### config.mk
export PLATFORM = sky130hd
export DESIGN_NAME = joy_source_select
export DESIGN_NICKNAME = d
export VERILOG_FILES = /design/src/rtl/joy_source_select.sv
export SDC_FILE = /design/constraint.sdc
export NUM_CORES = 1
export LEC_CHECK = 0
export CORE_ASPECT_RATIO = 1.2
export CORE_UTILIZATION = 39
export CTS_CLUSTER_SIZE = 20
export DETAILED_ROUTE_END_ITERATION = 7
export PLACE_DENSITY = 0.76
export SYNTH_ARGS = -nofsm -noshare
export SYNTH_HDL_FRONTEND = slang
export SYNTH_SLANG_ARGS = --single-unit
### constraint.sdc
create_clock -name clk -period 1.4 [get_ports clk]
set_clock_uncertainty 0.05 [all_clocks]
set_input_delay 0.21 -clock clk [delete_from_list [all_inputs] [get_ports clk]]
set_output_delay 0.21 -clock clk [all_outputs]
set_load 0.02 [all_outputs]
### src/rtl/joy_source_select.sv
// joy_source_select: picks the menu-core joystick source (DB9 MD splitter or
// DB15 serial), latches the adapter mode, gates words on sticky player enables
// and flags a held OSD combo on player 1.
module joy_source_select #(
    parameter int unsigned DET_CYCLES   = 16,
    parameter int unsigned COMBO_CYCLES = 4
) (
    input  logic        clk,
    input  logic        reset_n,
    input  logic        md_detect,
    input  logic [2:0]  db15_pins,
    input  logic [15:0] md_joy1,
    input  logic [15:0] md_joy2,
    input  logic [15:0] db15_joy1,
    input  logic [15:0] db15_joy2,
    output logic [15:0] joy1,
    output logic [15:0] joy2,
    output logic [1:0]  user_mode,
    output logic        p1_en,
    output logic        p2_en,
    output logic        osd_combo
);

    localparam int unsigned CNT_W     = 8;
    localparam int unsigned JOY_W     = 16;
    localparam logic [CNT_W-1:0] DET_MAX   = CNT_W'(DET_CYCLES);
    localparam logic [CNT_W-1:0] COMBO_MAX = CNT_W'(COMBO_CYCLES);

    typedef enum logic [1:0] {
        ST_PROBE = 2'd0,
        ST_MD    = 2'd1,
        ST_NONE  = 2'd2
    } state_t;

    state_t             state_q;
    logic [1:0]         user_mode_q;

    logic               md_s1_q, md_s2_q;
    logic [2:0]         d15_s1_q, d15_s2_q;

    logic [CNT_W-1:0]   md_cnt_q, md_cnt_d;
    logic [CNT_W-1:0]   d15_cnt_q, d15_cnt_d;
    logic               md_hit, d15_hit;

    logic [JOY_W-1:0]   src1, src2;
    logic [JOY_W-1:0]   joy1_q, joy1_d;
    logic [JOY_W-1:0]   joy2_q, joy2_d;
    logic               p1_en_q, p1_en_d;
    logic               p2_en_q, p2_en_d;

    logic               combo_both;
    logic [CNT_W-1:0]   combo_cnt_q, combo_cnt_d;
    logic               osd_combo_q, osd_combo_d;

    // Two-flop synchronizers for the raw detect pins.
    always_ff @(posedge clk) begin
        if (!reset_n) begin
            md_s1_q  <= 1'b0;
            md_s2_q  <= 1'b0;
            d15_s1_q <= 3'b000;
            d15_s2_q <= 3'b000;
        end else begin
            md_s1_q  <= md_detect;
            md_s2_q  <= md_s1_q;
            d15_s1_q <= db15_pins;
            d15_s2_q <= d15_s1_q;
        end
    end

    assign md_hit  = (md_cnt_q == DET_MAX);
    assign d15_hit = (d15_cnt_q == DET_MAX);

    // Saturating run-length counters of the active-low detect conditions.
    always_comb begin
        md_cnt_d  = '0;
        d15_cnt_d = '0;
        if (!md_s2_q) begin
            md_cnt_d = md_hit ? md_cnt_q : md_cnt_q + CNT_W'(1);
        end
        if (!(&d15_s2_q)) begin
            d15_cnt_d = d15_hit ? d15_cnt_q : d15_cnt_q + CNT_W'(1);
        end
    end

    // Detection counter registers.
    always_ff @(posedge clk) begin
        if (!reset_n) begin
            md_cnt_q  <= '0;
            d15_cnt_q <= '0;
        end else begin
            md_cnt_q  <= md_cnt_d;
            d15_cnt_q <= d15_cnt_d;
        end
    end

    // Mode FSM; MD has priority when both detectors complete together, and
    // both decided modes hold until reset.
    always_ff @(posedge clk) begin
        if (!reset_n) begin
            state_q     <= ST_PROBE;
            user_mode_q <= 2'b01;
        end else begin
            case (state_q)
                ST_PROBE: begin
                    if (md_hit) begin
                        state_q     <= ST_MD;
                        user_mode_q <= 2'b10;
                    end else if (d15_hit) begin
                        state_q     <= ST_NONE;
                        user_mode_q <= 2'b01;
                    end
                end
                default: begin
                    state_q     <= state_q;
                    user_mode_q <= user_mode_q;
                end
            endcase
        end
    end

    // Source word selection from the latched mode.
    always_comb begin
        src1 = '0;
        src2 = '0;
        case (state_q)
            ST_MD: begin
                src1 = md_joy1;
                src2 = md_joy2;
            end
            ST_PROBE: begin
                src1 = db15_joy1;
                src2 = db15_joy2;
            end
            default: begin
                src1 = '0;
                src2 = '0;
            end
        endcase
    end

    // Sticky enables and gated words; gating uses the enables already held,
    // and p2 only latches when p1 is idle so an unsplit pad is not doubled.
    always_comb begin
        p1_en_d = p1_en_q | src1[2];
        p2_en_d = p2_en_q | (src2[2] & ~src1[2]);
        joy1_d  = (p1_en_q | p2_en_q) ? src1 : '0;
        joy2_d  = (p1_en_q | p2_en_q) ? src2 : '0;
    end

    // OSD combo: count while bits 10 and 6 of the output word are held, and
    // drop the flag in the same cycle either bit goes low.
    assign combo_both = joy1_q[10] & joy1_q[6];

    always_comb begin
        combo_cnt_d = '0;
        if (combo_both) begin
            combo_cnt_d = (combo_cnt_q == COMBO_MAX) ? combo_cnt_q
                                                     : combo_cnt_q + CNT_W'(1);
        end
        osd_combo_d = combo_both && (combo_cnt_q == COMBO_MAX);
    end

    // Output, enable and combo registers.
    always_ff @(posedge clk) begin
        if (!reset_n) begin
            p1_en_q     <= 1'b0;
            p2_en_q     <= 1'b0;
            joy1_q      <= '0;
            joy2_q      <= '0;
            combo_cnt_q <= '0;
            osd_combo_q <= 1'b0;
        end else begin
            p1_en_q     <= p1_en_d;
            p2_en_q     <= p2_en_d;
            joy1_q      <= joy1_d;
            joy2_q      <= joy2_d;
            combo_cnt_q <= combo_cnt_d;
            osd_combo_q <= osd_combo_d;
        end
    end

    assign joy1      = joy1_q;
    assign joy2      = joy2_q;
    assign user_mode = user_mode_q;
    assign p1_en     = p1_en_q;
    assign p2_en     = p2_en_q;
    assign osd_combo = osd_combo_q;

endmodule

== Word-level counts from Yosys, hierarchy flattened ==
Cells that the tools add are included.

* Output and inout bits: 37
* Word-level logic and storage cells: 43
* Bits of input ports: 70
* Flip-flop bits (word level): 71

* $add $sub $neg: 3
* Multiplexer cells: 6
* Reductions and logical operators: 9
* Bitwise operators: 7
* Eq/ne operators: 4

{| class="wikitable"
|+ Operators with widths
! cell !! number
|-
| case mux 16 bit (2 select lines) || 2
|-
| adder 8 x 1 -> 8 bit (second input constant) || 3
|-
| == test 8 x 5 -> 1 bit (second input constant) || 2
|-
| == test 8 x 3 -> 1 bit (second input constant) || 1
|-
| two-way mux 2 bit || 4
|-
| AND reduction 2 bit || 3
|-
| OR reduction 2 bit || 2
|-
| OR 1 bit || 3
|-
| AND reduction 3 bit || 1
|-
| bitwise AND 1 bit || 2
|-
| == test 2 x 1 -> 1 bit (second input constant) || 1
|-
| zero test 2 bit || 1
|-
| inverter 1 bit || 2
|-
| nonzero test 2 bit || 1
|-
| logical AND 1 bit || 1
|}

== Depth between registers and ports, before layout ==
Gate-level depths: netlist (run 1).

* Depth after elaboration: 5
* Gate-level depth with buffers: 5
* Gate-level depth less buffers: 5

== Worst setup path after synthesis (run 1) ==
Ideal clock, no wire load.

* Kind: reg-to-reg
* Start: register md_cnt_q[0]
* End: register state_q[1]
* Library setup time: 0.058 ns
* Data arrival time: 1.260 ns
* Path slack: 0.031 ns
* Clock period less this slack: 1.369 ns
* Data required time: 1.292 ns
* Buffers on the path: 0
* Cell stages (with the launch flop): 6
* Cells stage by stage: dfxtp_1 -> inv_1 -> ha_1 -> and4bb_2 -> a2111oi_2 -> o21a_1

* Cells in the longest elaborated chain, start to end: 3
* Elaborated cells on any way between the ends: 4
* Classes of those cells: eq/ne: 1; mux: 1; reduce/logical: 2

{| class="wikitable"
|+ RTL lines
! what !! line !! text
|-
| start: declaration || 41 || <nowiki>logic [CNT_W-1:0] md_cnt_q, md_cnt_d;</nowiki>
|-
| start signal: assignment || 91 || <nowiki>md_cnt_q <= md_cnt_d;</nowiki>
|-
| == test 8 x 5 -> 1 bit (*) || 70 || <nowiki>assign md_hit = (md_cnt_q == DET_MAX);</nowiki>
|-
| nonzero test 2 bit (no source line) || - ||
|-
| AND reduction 2 bit (no source line) || - ||
|-
| end signal: assignment || 114 || <nowiki>state_q <= state_q;</nowiki>
|-
| end: declaration || 35 || <nowiki>state_t state_q;</nowiki>
|}

Every way passes the cells marked *; elsewhere a longest branch is shown, timed or not.
A chain may end at the register's enable or synchronous reset.

== Worst setup path in the final report (run 1) ==
* Start: register combo_cnt_q[0]
* End: register combo_cnt_q[1]

* Cells in the longest elaborated chain, start to end: 1
* Elaborated cells on any way between the ends: 2
* Classes of those cells: add/sub: 1; eq/ne: 1

{| class="wikitable"
|+ RTL lines
! what !! line !! text
|-
| start: declaration || 52 || <nowiki>logic [CNT_W-1:0] combo_cnt_q, combo_cnt_d;</nowiki>
|-
| start signal: assignment || 177 || <nowiki>combo_cnt_q <= combo_cnt_d;</nowiki>
|-
| adder 8 x 1 -> 8 bit / == test 8 x 3 -> 1 bit (equally long branches) || 158, 157 ||
|}

Parallel ways exist; a longest one is shown, timed or not.

==> results of run 1 <==
-- metal layers --
metal	up-vias	track usage, %	share of wire [%]
met5	-	0	0
met4	0	8.64	1.5
met3	8	6.50	8.1
met2	70	31.2	52
met1	1137	18.1	39
li1	1243	-	-
-- power groups by stage --
stage	clock, µW	combinational [µW]	sequential (µW)
5_1_grt	2020	586	2110
4_1_cts	1940	533	2100
6_report	1900	538	2100
3_3_place_gp	0	560	2140
2_1_floorplan	0	141	2210
3_5_place_dp	0	568	2150
-- area by class of cell --
cell class                 count  area (µm²)  share of cell area (%)
multi-input combinational    194        1340                    30.7
tap                           87         109                    2.49
inverter                       7        26.3                   0.602
clock buffer                   9         124                    2.84
sequential                    70        1410                    32.3
clock inverter                 6         111                    2.55
timing repair buffer         133        1240                    28.5
-- sequential cells by signal (all words and copies together) (netlist names) --
name and count:
combo_cnt_q 8, joy2 16, osd_combo 1, d15_s2_q 3, state_q 2, d15_s1_q 3
p1_en 1, md_cnt_q 8, d15_cnt_q 8, user_mode 1, p2_en 1, joy1 16
md_s2_q 1, md_s1_q 1
-- cells by family (layout without fill, tap and decap cells) --
family / Yosys count / after routing / synth area share (%)
buffers and inverters: 17 / 155 / 3.44
AND/OR/NAND/NOR: 107 / 107 / 20.4
XOR/XNOR: 9 / 9 / 2.85
flip-flops: 70 / 70 / 50.7
AO/OA/AOI/OAI: 40 / 40 / 8.29
multiplexers: 32 / 32 / 11.6
adder cells (fa/ha/maj): 6 / 6 / 2.72
-- synth_stat cells (3+ instances only) --
master and instances:
a21oi_1 16, and2_1 8, ha_1 6, nand4_1 3
o21a_1 4, xnor2_1 3, o21ai_0 15, nand3_1 16
buf_2 4, inv_1 7, buf_6 3, nor2_1 41
xor2_1 6, nor3_1 9, mux2i_1 32, dfxtp_1 70
nand2_1 7, or3_1 10
-- stage by stage --
step	TNS (ns)	setup slack [ns]	cells	cell area [µm²]	power (µW)
3_3_place_gp	-1.21	-0.0461	490	4090	2700
2_1_floorplan	0	0.0315	281	2760	2350
4_1_cts	-0.0168	-0.0168	505	4280	4570
5_1_grt	-0.00983	-0.00679	506	4370	4710
3_5_place_dp	-3.00	-0.113	490	4090	2710
6_report	0	0.0496	506	4370	4540
-- worst max-delay path, cell delays in order, from the launching register on --
cell and delay (ns):
dfxtp_2 0.32, inv_2 0.07, ha_4 0.13, or4b_4 0.46, o21ai_2 0.15, a21oi_1 0.07
-- path summary, 6_finish.rpt --
path	from	to	slack (ns)	cells after the start
worst max-delay path	combo_cnt_q[0]	combo_cnt_q[1]	0.05	5
worst min-delay path	d15_s1_q[0]	d15_s2_q[0]	0.39	1
worst max register to register	combo_cnt_q[0]	combo_cnt_q[1]	0.05	5
worst min register to register	d15_s1_q[0]	d15_s2_q[0]	0.39	1
-- what timing repair did --
item,CTS,global route
endpoints found under the setup margin,40,17
pin swaps,2,6
gates resized for setup,40,24
setup buffers,0,1
==> run summary, run 1 <==
STA classifies the critical path startpoint as a register. The tightest min-delay check is of the register to register type. After detailed routing, the average wire length per cell comes to 12.6 µm.

Routability-driven placement finished with a final weighted congestion of 0.830. Commonest register cell after synthesis: dfxtp_1. The number of design rule violations left after detail routing is 0.

At the worst endpoint, the required time is 1.58 ns. The final-report setup violation count is 0, and the total number of vias is 2458. Relative to the synthesized area, the layout overhead comes to 58.1%. The reported leakage power is 0.00172 µW. The measured slew at the worst slew-check pin is 0.368 ns. The clock period could shrink to 1.35 ns. The floorplan step defined a core boundary enclosing 0.00685 mm². Headroom to the max-slew limit: 75.3%. For the total global routing overflow, the log shows 0. The routed design has 6.36 mm of wire. The length of the first detailed-routing pass in iterations was 4; the share of the synthesized area in the top cell type was 50.7%. First-pass GRT wire length: 9.98 mm. TritonCTS built the clock tree. The clock passes through at most 2 buffers. For the initial standard-cell utilization of the core, the log shows 40.3%. The logic gate share of total power is 11.9%, and the post-layout utilization of the core is 63.7%.

The run gives 59 as the initial DRC count. The worst setup path is captured at a register. Of the total power, registers draw 46.3%.

After clock tree synthesis, the clock-pin slew on the worst setup and hold paths is 0.07 ns. The total of max-cap violations is 0, and the clock network fraction of total power is 41.9%. Number of routed nets with antenna violations: 0.

The number of failing hold endpoints at the final stage came out at 0. Of all flip-flops after synthesis, the portion carrying an async set or reset was 0%. The CTS sink count is 70, and the layout filler cell count is 637.

The number of enable flip-flop cells after synthesis is 0. Counting the buffers created by CTS gives 9. Summed over all instances, the cell type with the most area after synthesis is dfxtp_1.

The tools report the power spent charging and discharging nets as 979 µW. In the layout the commonest cells are clkdlybuf4s50_1 (69), dfxtp_1 (63), nor2_1 (41). Timing would allow up to 741 MHz. The run gives 357 as the number of nets produced by synthesis. The tools report the via count of the first global-routing pass as 2352. The tools report the post-DP HPWL as 4.97 mm. In this run, distinct cell masters in the synthesized netlist total 34. The floorplan step defined a die boundary enclosing 0.00743 mm².

The worst-case IR drop observed on VDD is 0.000634 V. Max-slew violation total from the final report: 0. Yosys attributes the largest share of cell area to dfxtp_1 (51%), mux2i_1 (12%), nor2_1 (5.6%), a21oi_1 (2.9%), nand3_1 (2.9%). The tools report the final net count as 491.

The average instance area after synthesis was 9.83 µm²; the total global-route track usage was 17.6%. The number of port buffers is 106. The most common cell after layout, fill and taps aside is clkdlybuf4s50_1.

Entering global routing, the biggest net connects 31 pins. The fraction of final layout cells with drive strength greater than 1 works out to 16.5%. From left edge to right edge, the die measures 78.8 µm. The repair_antennas step left the layout with diodes totalling 0. The run gives 50.7% as the sequential fraction of the synthesis area.

Flip-flop and latch count after synthesis: 70. The post-cts hold buffer count was 0; the power density of the placed cells was 1040 mW/mm². The number of standard cells after synthesis is 281. The tree is rooted in a clkbuf_8. The number of antenna violations at the first check in global routing was 0. Row generation in the floorplan step produced 33 rows.

The kind of critical path was register to register. The final clock period utilization by the worst path was 96.5%. The number of warnings printed during yosys synthesis is 0, and the switching power as a share of total power is 21.6%. From bottom edge to top edge, the die measures 94.2 µm. Combined area of all synthesized cells: 0.00276 mm². For the worst setup path, the data arrival time is 1.53 ns.

The vias per cell came out at 4.86. Smallest hold slack: 0.387 ns. Clock latency on the worst-skew pair, taken at its later pin, is 0.34 ns. The H-tree was split into 3 levels. The number of ports placed on the die boundary is 107. Of all nets on the critical path, the largest fanout is 2. The internal power of the cells totals 3560 µW. The run finished with clean final reports.
(Power assumes the default switching activity.)
==> inputs of run 2 (changes only) <==
--- a/config.mk
+++ b/config.mk
@@ -5,11 +5,15 @@
 export SDC_FILE = /design/constraint.sdc
 export NUM_CORES = 1
 export LEC_CHECK = 0
+export ABC_CLOCK_PERIOD_IN_PS = 1400
+export CELL_PAD_IN_SITES_DETAIL_PLACEMENT = 1
+export CELL_PAD_IN_SITES_GLOBAL_PLACEMENT = 1
 export CORE_ASPECT_RATIO = 1.2
-export CORE_UTILIZATION = 39
+export CORE_UTILIZATION = 29
 export CTS_CLUSTER_SIZE = 20
 export DETAILED_ROUTE_END_ITERATION = 7
-export PLACE_DENSITY = 0.76
+export PLACE_DENSITY = 0.77
+export SKIP_CTS_REPAIR_TIMING = 1
 export SYNTH_ARGS = -nofsm -noshare
 export SYNTH_HDL_FRONTEND = slang
 export SYNTH_SLANG_ARGS = --single-unit
==> run 2 against run 1 <==
Against the previous run:
- highest routed layer unchanged
- die area grew 34%
- combinational power grew 14%
- critical path depth is the same
- the run now ends with setup timing left
- clock power shrank 19%
- maximum frequency shrank 3.7%
- largest power group unchanged
- sequential share of layout area shrank 1.8 points
- final area grew 5.9%
- non-clock buffer count grew 7
- first-iteration DRC count shrank 20%
- critical endpoint is now combo_cnt_q[0]
- flip-flop and latch count is the same
==> run summary, run 2 (synthesis results as in run 1) <==
TritonCTS built the clock tree. Number of design rule violations left after detail routing: 0. For this configuration, the core starts out at a cell density of 30.3%. The library cell used most frequently in the layout, excluding fill and tap cells, is clkdlybuf4s50_1.

For the pin with the worst max-slew slack, the measured transition is 0.301 ns. IR analysis of the VDD net gives a maximum drop of 0.000558 V. Clock tree synthesis inserted a total of 9 buffers. The total of max-cap violations was 0; the routability-driven placement congestion ratio was 0.767.

The peak clock frequency supported by timing was 713 MHz. The first global-routing pass estimated 12.0 mm of wire. The checks that failed: setup timing. At the end of the flow the core is filled with cells to 50.6%. Along the worst path, the maximum fanout reaches 2. The final layout contains 498 nets. The worst setup path is of the register to register kind. Via count of the first global-routing pass: 2638. The first detailed-routing pass ran for 4 iterations. The vias per cell was 4.65; the post-DP HPWL was 5.68 mm.

Total design power: 4230 µW. After layout, the worst path uses 100% of the clock period. The smallest hold slack was 0.388 ns; the final-report setup violation count was 1.

The overall die width was 91.1 µm. The die is 109 µm tall. In the layout the commonest cells are clkdlybuf4s50_1 (69), dfxtp_1 (64), nor2_1 (41). For this design the static power due to leakage is 0.00222 µW. The floorplan has 38 rows. After routing the design area is 0.00462 mm². Clock transition at the registers of the reported paths: 0.07 ns. Setup repair after global routing could not meet its margin everywhere. The detailed router placed 2538 vias in this run. Pin count of the biggest net entering global routing: 31.

The slack of the worst reg-to-reg path is -0.003 ns. The run finished, with violations left. Number of port buffers: 106.

The critical path launch point type is a register. Cells with a size suffix above 1 make up 19.2% of the layout. The max-slew violation total from the final report was 0; the core footprint was 0.00913 mm². For this design the top-level I/O count stands at 107. Clock root buffer: clkbuf_8. Clock latency on the worst-skew pair, taken at its later pin, is 0.35 ns. Kind of end point of the critical path: a register. The depth of the CTS H-tree was 3; the CTS sink count was 70.

Summing all placed instances gives a cell area of 0.00416 mm². Summed over all layers, the routed wires come to 7.89 mm. The worst min-delay path class was input pin to register. For this design the ratio of total power to cell area is 916 mW/mm². The logs give 0 for the number of antenna violations at the first check in global routing and 0 for the number of failing hold endpoints at the final stage. Summed over all failing endpoints, the final setup total negative slack is -0.00293 ns.

Global routing finished with a remaining overflow of 0. The repair_antennas step left the layout with diodes totalling 0. For this block, the initial DRC count from the detailed router was 47. Relative to the synthesized area, the layout overhead comes to 67.3%. The buffer depth of the longest clock path is 2, and the routed length per instance is 14.5 µm.

The critical path data required time was 1.59 ns; the full die area was 0.00992 mm². The logs give 1.59 ns for the arrival time of data at the critical path endpoint and 15.7% for the total global-route track usage. The minimum clock period after layout is 1.40 ns. For the worst setup slack after layout, the log shows -0.00293 ns.

In this run the tightest slew margin relative to its limit is 79.9%. Number of routed nets with antenna violations: 0.
==> run 2: cell types whose count changed in the layout (fill, tap and decap cells not counted), sizes merged, moves of 3 or more <==
cell          previous run  this run
bufinv                   3         0
buf                     27        33
dlygate4sd2             36         0
clkbuf                   9        13
dlymetal6s2s             0        37
==> run 2: area by class of cell <==
cell class / instances / area, µm²
repair buffers: 140 / 1450
multi-input cells: 194 / 1400
fillers: 1044 / 4510
inverters: 7 / 26.3
clock inverters: 3 / 18.8
clock buffers: 12 / 165
well taps: 120 / 150
flip-flops and latches: 70 / 1410
==> run 2: worst paths after layout <==
kind | depth (start not counted) | start | end
setup reg to reg | 5 | combo_cnt_q[0] | combo_cnt_q[0]
setup / recovery | 5 | combo_cnt_q[0] | combo_cnt_q[0]
hold / removal | 2 | db15_pins[0] | d15_s1_q[0]
hold reg to reg | 1 | d15_s1_q[2] | d15_s2_q[2]
==> run 2: worst max-delay path, cell delays in order (launching register included) <==
cell and delay (ns):
dfxtp_2 0.33, inv_2 0.07, ha_4 0.13, or4b_4 0.48, o21ai_2 0.17, a21oi_2 0.07
==> run 2: layer usage <==
layer	part of all wire [%]	track usage [%]	vias to the layer above
met5	0	0	-
met4	2.5	10.2	0
met3	6.0	5.44	13
met2	52	27.4	78
met1	40	16.1	1187
li1	-	-	1260
==> run 2: stage by stage <==
step	setup slack, ns	cells
after detailed placement	-0.154	527
after global placement	-0.0506	527
after CTS	-0.318	542
final	-0.00293	546
after floorplan	0.0315	281
after global routing	-0.0556	546
==> run 2: power by group <==
group	internal, µW	leakage, µW	switching, µW
logic	363	0.00155	248
clock network	776	0.0000982	750
registers	2070	0.000575	29.5
total	3210	0.00222	1030
==> inputs of run 3 (changes only) <==
--- a/config.mk
+++ b/config.mk
@@ -5,14 +5,14 @@
 export SDC_FILE = /design/constraint.sdc
 export NUM_CORES = 1
 export LEC_CHECK = 0
-export ABC_CLOCK_PERIOD_IN_PS = 1400
+export ABC_CLOCK_PERIOD_IN_PS = 1500
 export CELL_PAD_IN_SITES_DETAIL_PLACEMENT = 1
 export CELL_PAD_IN_SITES_GLOBAL_PLACEMENT = 1
 export CORE_ASPECT_RATIO = 1.2
-export CORE_UTILIZATION = 29
+export CORE_UTILIZATION = 32
 export CTS_CLUSTER_SIZE = 20
 export DETAILED_ROUTE_END_ITERATION = 7
-export PLACE_DENSITY = 0.77
+export PLACE_DENSITY = 0.8
 export SKIP_CTS_REPAIR_TIMING = 1
 export SYNTH_ARGS = -nofsm -noshare
 export SYNTH_HDL_FRONTEND = slang
==> constraint.sdc (replaced) <==
create_clock -name clk -period 1.5 [get_ports clk]
set_clock_uncertainty 0.05 [all_clocks]
set_input_delay 0.225 -clock clk [delete_from_list [all_inputs] [get_ports clk]]
set_output_delay 0.225 -clock clk [all_outputs]
set_load 0.02 [all_outputs]
==> run 3 against run 2 <==
Against the previous run:
- the run now ends clean
- setup slack improved by 0.049 ns
- cell count down 3.1%
- maximum frequency is 3.5% lower
- register-to-register slack better by 0.05 ns
- die area fell by 9.2%
- global-route usage grew 3.3 points
- critical path depth unchanged
- total power fell by 2.3%
- flip-flop and latch count unchanged
- core utilization increased by 2.9 points
- largest power group unchanged
==> run summary, run 3 (synthesis results as in run 1) <==
Clock-pin slew was measured on the worst setup and hold paths at 0.07 ns. The length of the first detailed-routing pass in iterations came out at 4. VDD sags by at most 0.000447 V. For the total of max-cap violations, the log shows 0. The tree is rooted in a clkbuf_8. The tools report the initial DRC count as 100. The clock reaches the later pin of the worst-skew pair after 0.34 ns. The number of antenna violations at the first check in global routing is 0. Setup repair after global routing could not meet its margin everywhere. The first global-routing pass estimated 13.2 mm of wire. The top cell types in the final layout, fill and taps aside, are clkdlybuf4s50_1 (69), dfxtp_1 (68), nor2_1 (41). In the routed design, unresolved DRC markers number 0. The wire-length estimate of the detail-placed layout is 6.03 mm. The detailed router placed 2511 vias in this run. In the global route stage, overall resource usage came out at 19.0%. 0 antenna diodes ended up in the layout. The headroom to the max-slew limit is 76.2%, and the max-slew violation total from the final report is 0. The tools report the reported leakage power as 0.00214 µW. STA puts the critical path data required time at 1.68 ns.

The worst path needs 1.45 ns of the cycle, external delays included. The number of clock buffers added by TritonCTS is 9. Entering global routing, the biggest net connects 31 pins. The depth of the CTS H-tree came out at 3. The total global routing overflow came out at 0.

107 I/O pins were placed. Peak clock frequency supported by timing: 688 MHz. Counting the fill cells in the layout gives 896. The kind of end point of the critical path was a register. At the end of the flow, the number of nets in the layout was 486. The die is 86.8 µm wide. The arrival time of data at the critical path endpoint was 1.63 ns; the total negative setup slack was 0 ns. Dividing total power by cell area gives a power density of 937 mW/mm². The run gives 0.00901 mm² as the full die area.

TritonCTS built the clock tree. Along the worst path, the maximum fanout reaches 2. The via count of the first global-routing pass is 2710, and the final-report setup violation count is 0. The routability-driven placement congestion ratio is 0.756, and the die height is 104 µm.

For this configuration, the core starts out at a cell density of 33.5%. The total design power was 4130 µW; the number of port buffers was 106. The tools report the worst setup slack after layout as 0.0462 ns. The routed design has 8.23 mm of wire. The most common cell after layout, fill and taps aside was clkdlybuf4s50_1. The number of failing hold endpoints at the final stage was 0. STA classifies the critical path startpoint as a register. The buffer depth of the longest clock path was 2. The final clock period utilization by the worst path came out at 96.9%. The count of nets left with antenna violations once routing finished came out at 0.

The run finished with clean final reports. The worst setup path is of the register to register kind. The initialized floorplan defines 36 standard-cell rows.

Using the TritonRoute via totals, the vias-per-cell ratio works out to 4.75. The total area inside the core boundary comes to 0.00824 mm². The tools report the CTS sink count as 70. The routed length per instance was 15.6 µm; the area growth from synthesis to layout was 59.7%.

The minimum setup slack after placement is 0.0000158 ns. The fraction of final layout cells with drive strength greater than 1 was 11.1%. For the pin with the worst max-slew slack, the measured transition is 0.354 ns. For this run, the share of the core covered by cells in the final layout is 53.5%. In this run the worst hold path is classified as register to register.
## run 3: layout make-up
cell class                      instances  area [µm²]  area share (%)
Timing Repair Buffer                  128        1330            30.2
Clock buffer                           10         128            2.89
Multi-Input combinational cell        194        1290            29.3
Inverter                                7        26.3           0.595
Tap cell                              114         143            3.23
Clock inverter                          6        86.3            1.96
Sequential cell                        70        1400            31.8
## run 3: report_power, final
group	leakage, µW	total, µW	switching, µW	internal (µW)
Combinational	0.00146	540	226	314
Sequential	0.000573	1960	31.6	1930
Clock	0.000106	1630	699	933
## run 3: worst paths after layout
path                  start              to  slack [ns]  cells past startpoint
min reg2reg     d15_s1_q[0]     d15_s2_q[0]        0.39                      1
max reg2reg  combo_cnt_q[0]  combo_cnt_q[0]        0.05                      5
min             d15_s1_q[0]     d15_s2_q[0]        0.39                      1
max          combo_cnt_q[0]  combo_cnt_q[0]        0.05                      5
## run 3: stage by stage
stage / instances / hold slack, ns / area, µm²
after detailed placement: 512 / 0.370 / 4070
after CTS: 528 / 0.389 / 4280
after global placement: 512 / 0.367 / 4070
final: 529 / 0.386 / 4410
after global routing: 529 / 0.403 / 4410
after floorplan: 281 / 0.297 / 2760
## run 3: worst max-delay path, stage by stage (launching register included)
cell	delay (ns)
dfxtp_1	0.31
inv_1	0.07
ha_1	0.17
or4b_1	0.47
o21ai_0	0.20
a21oi_1	0.08
## run 3: routing by layer
metal	share of wire (%)	wire length (µm)	GRT usage [%]
met1	35	2880	18.8
met2	59	4840	35.4
met3	4.4	365	5.74
met4	1.9	153	8.57
met5	0	0	0
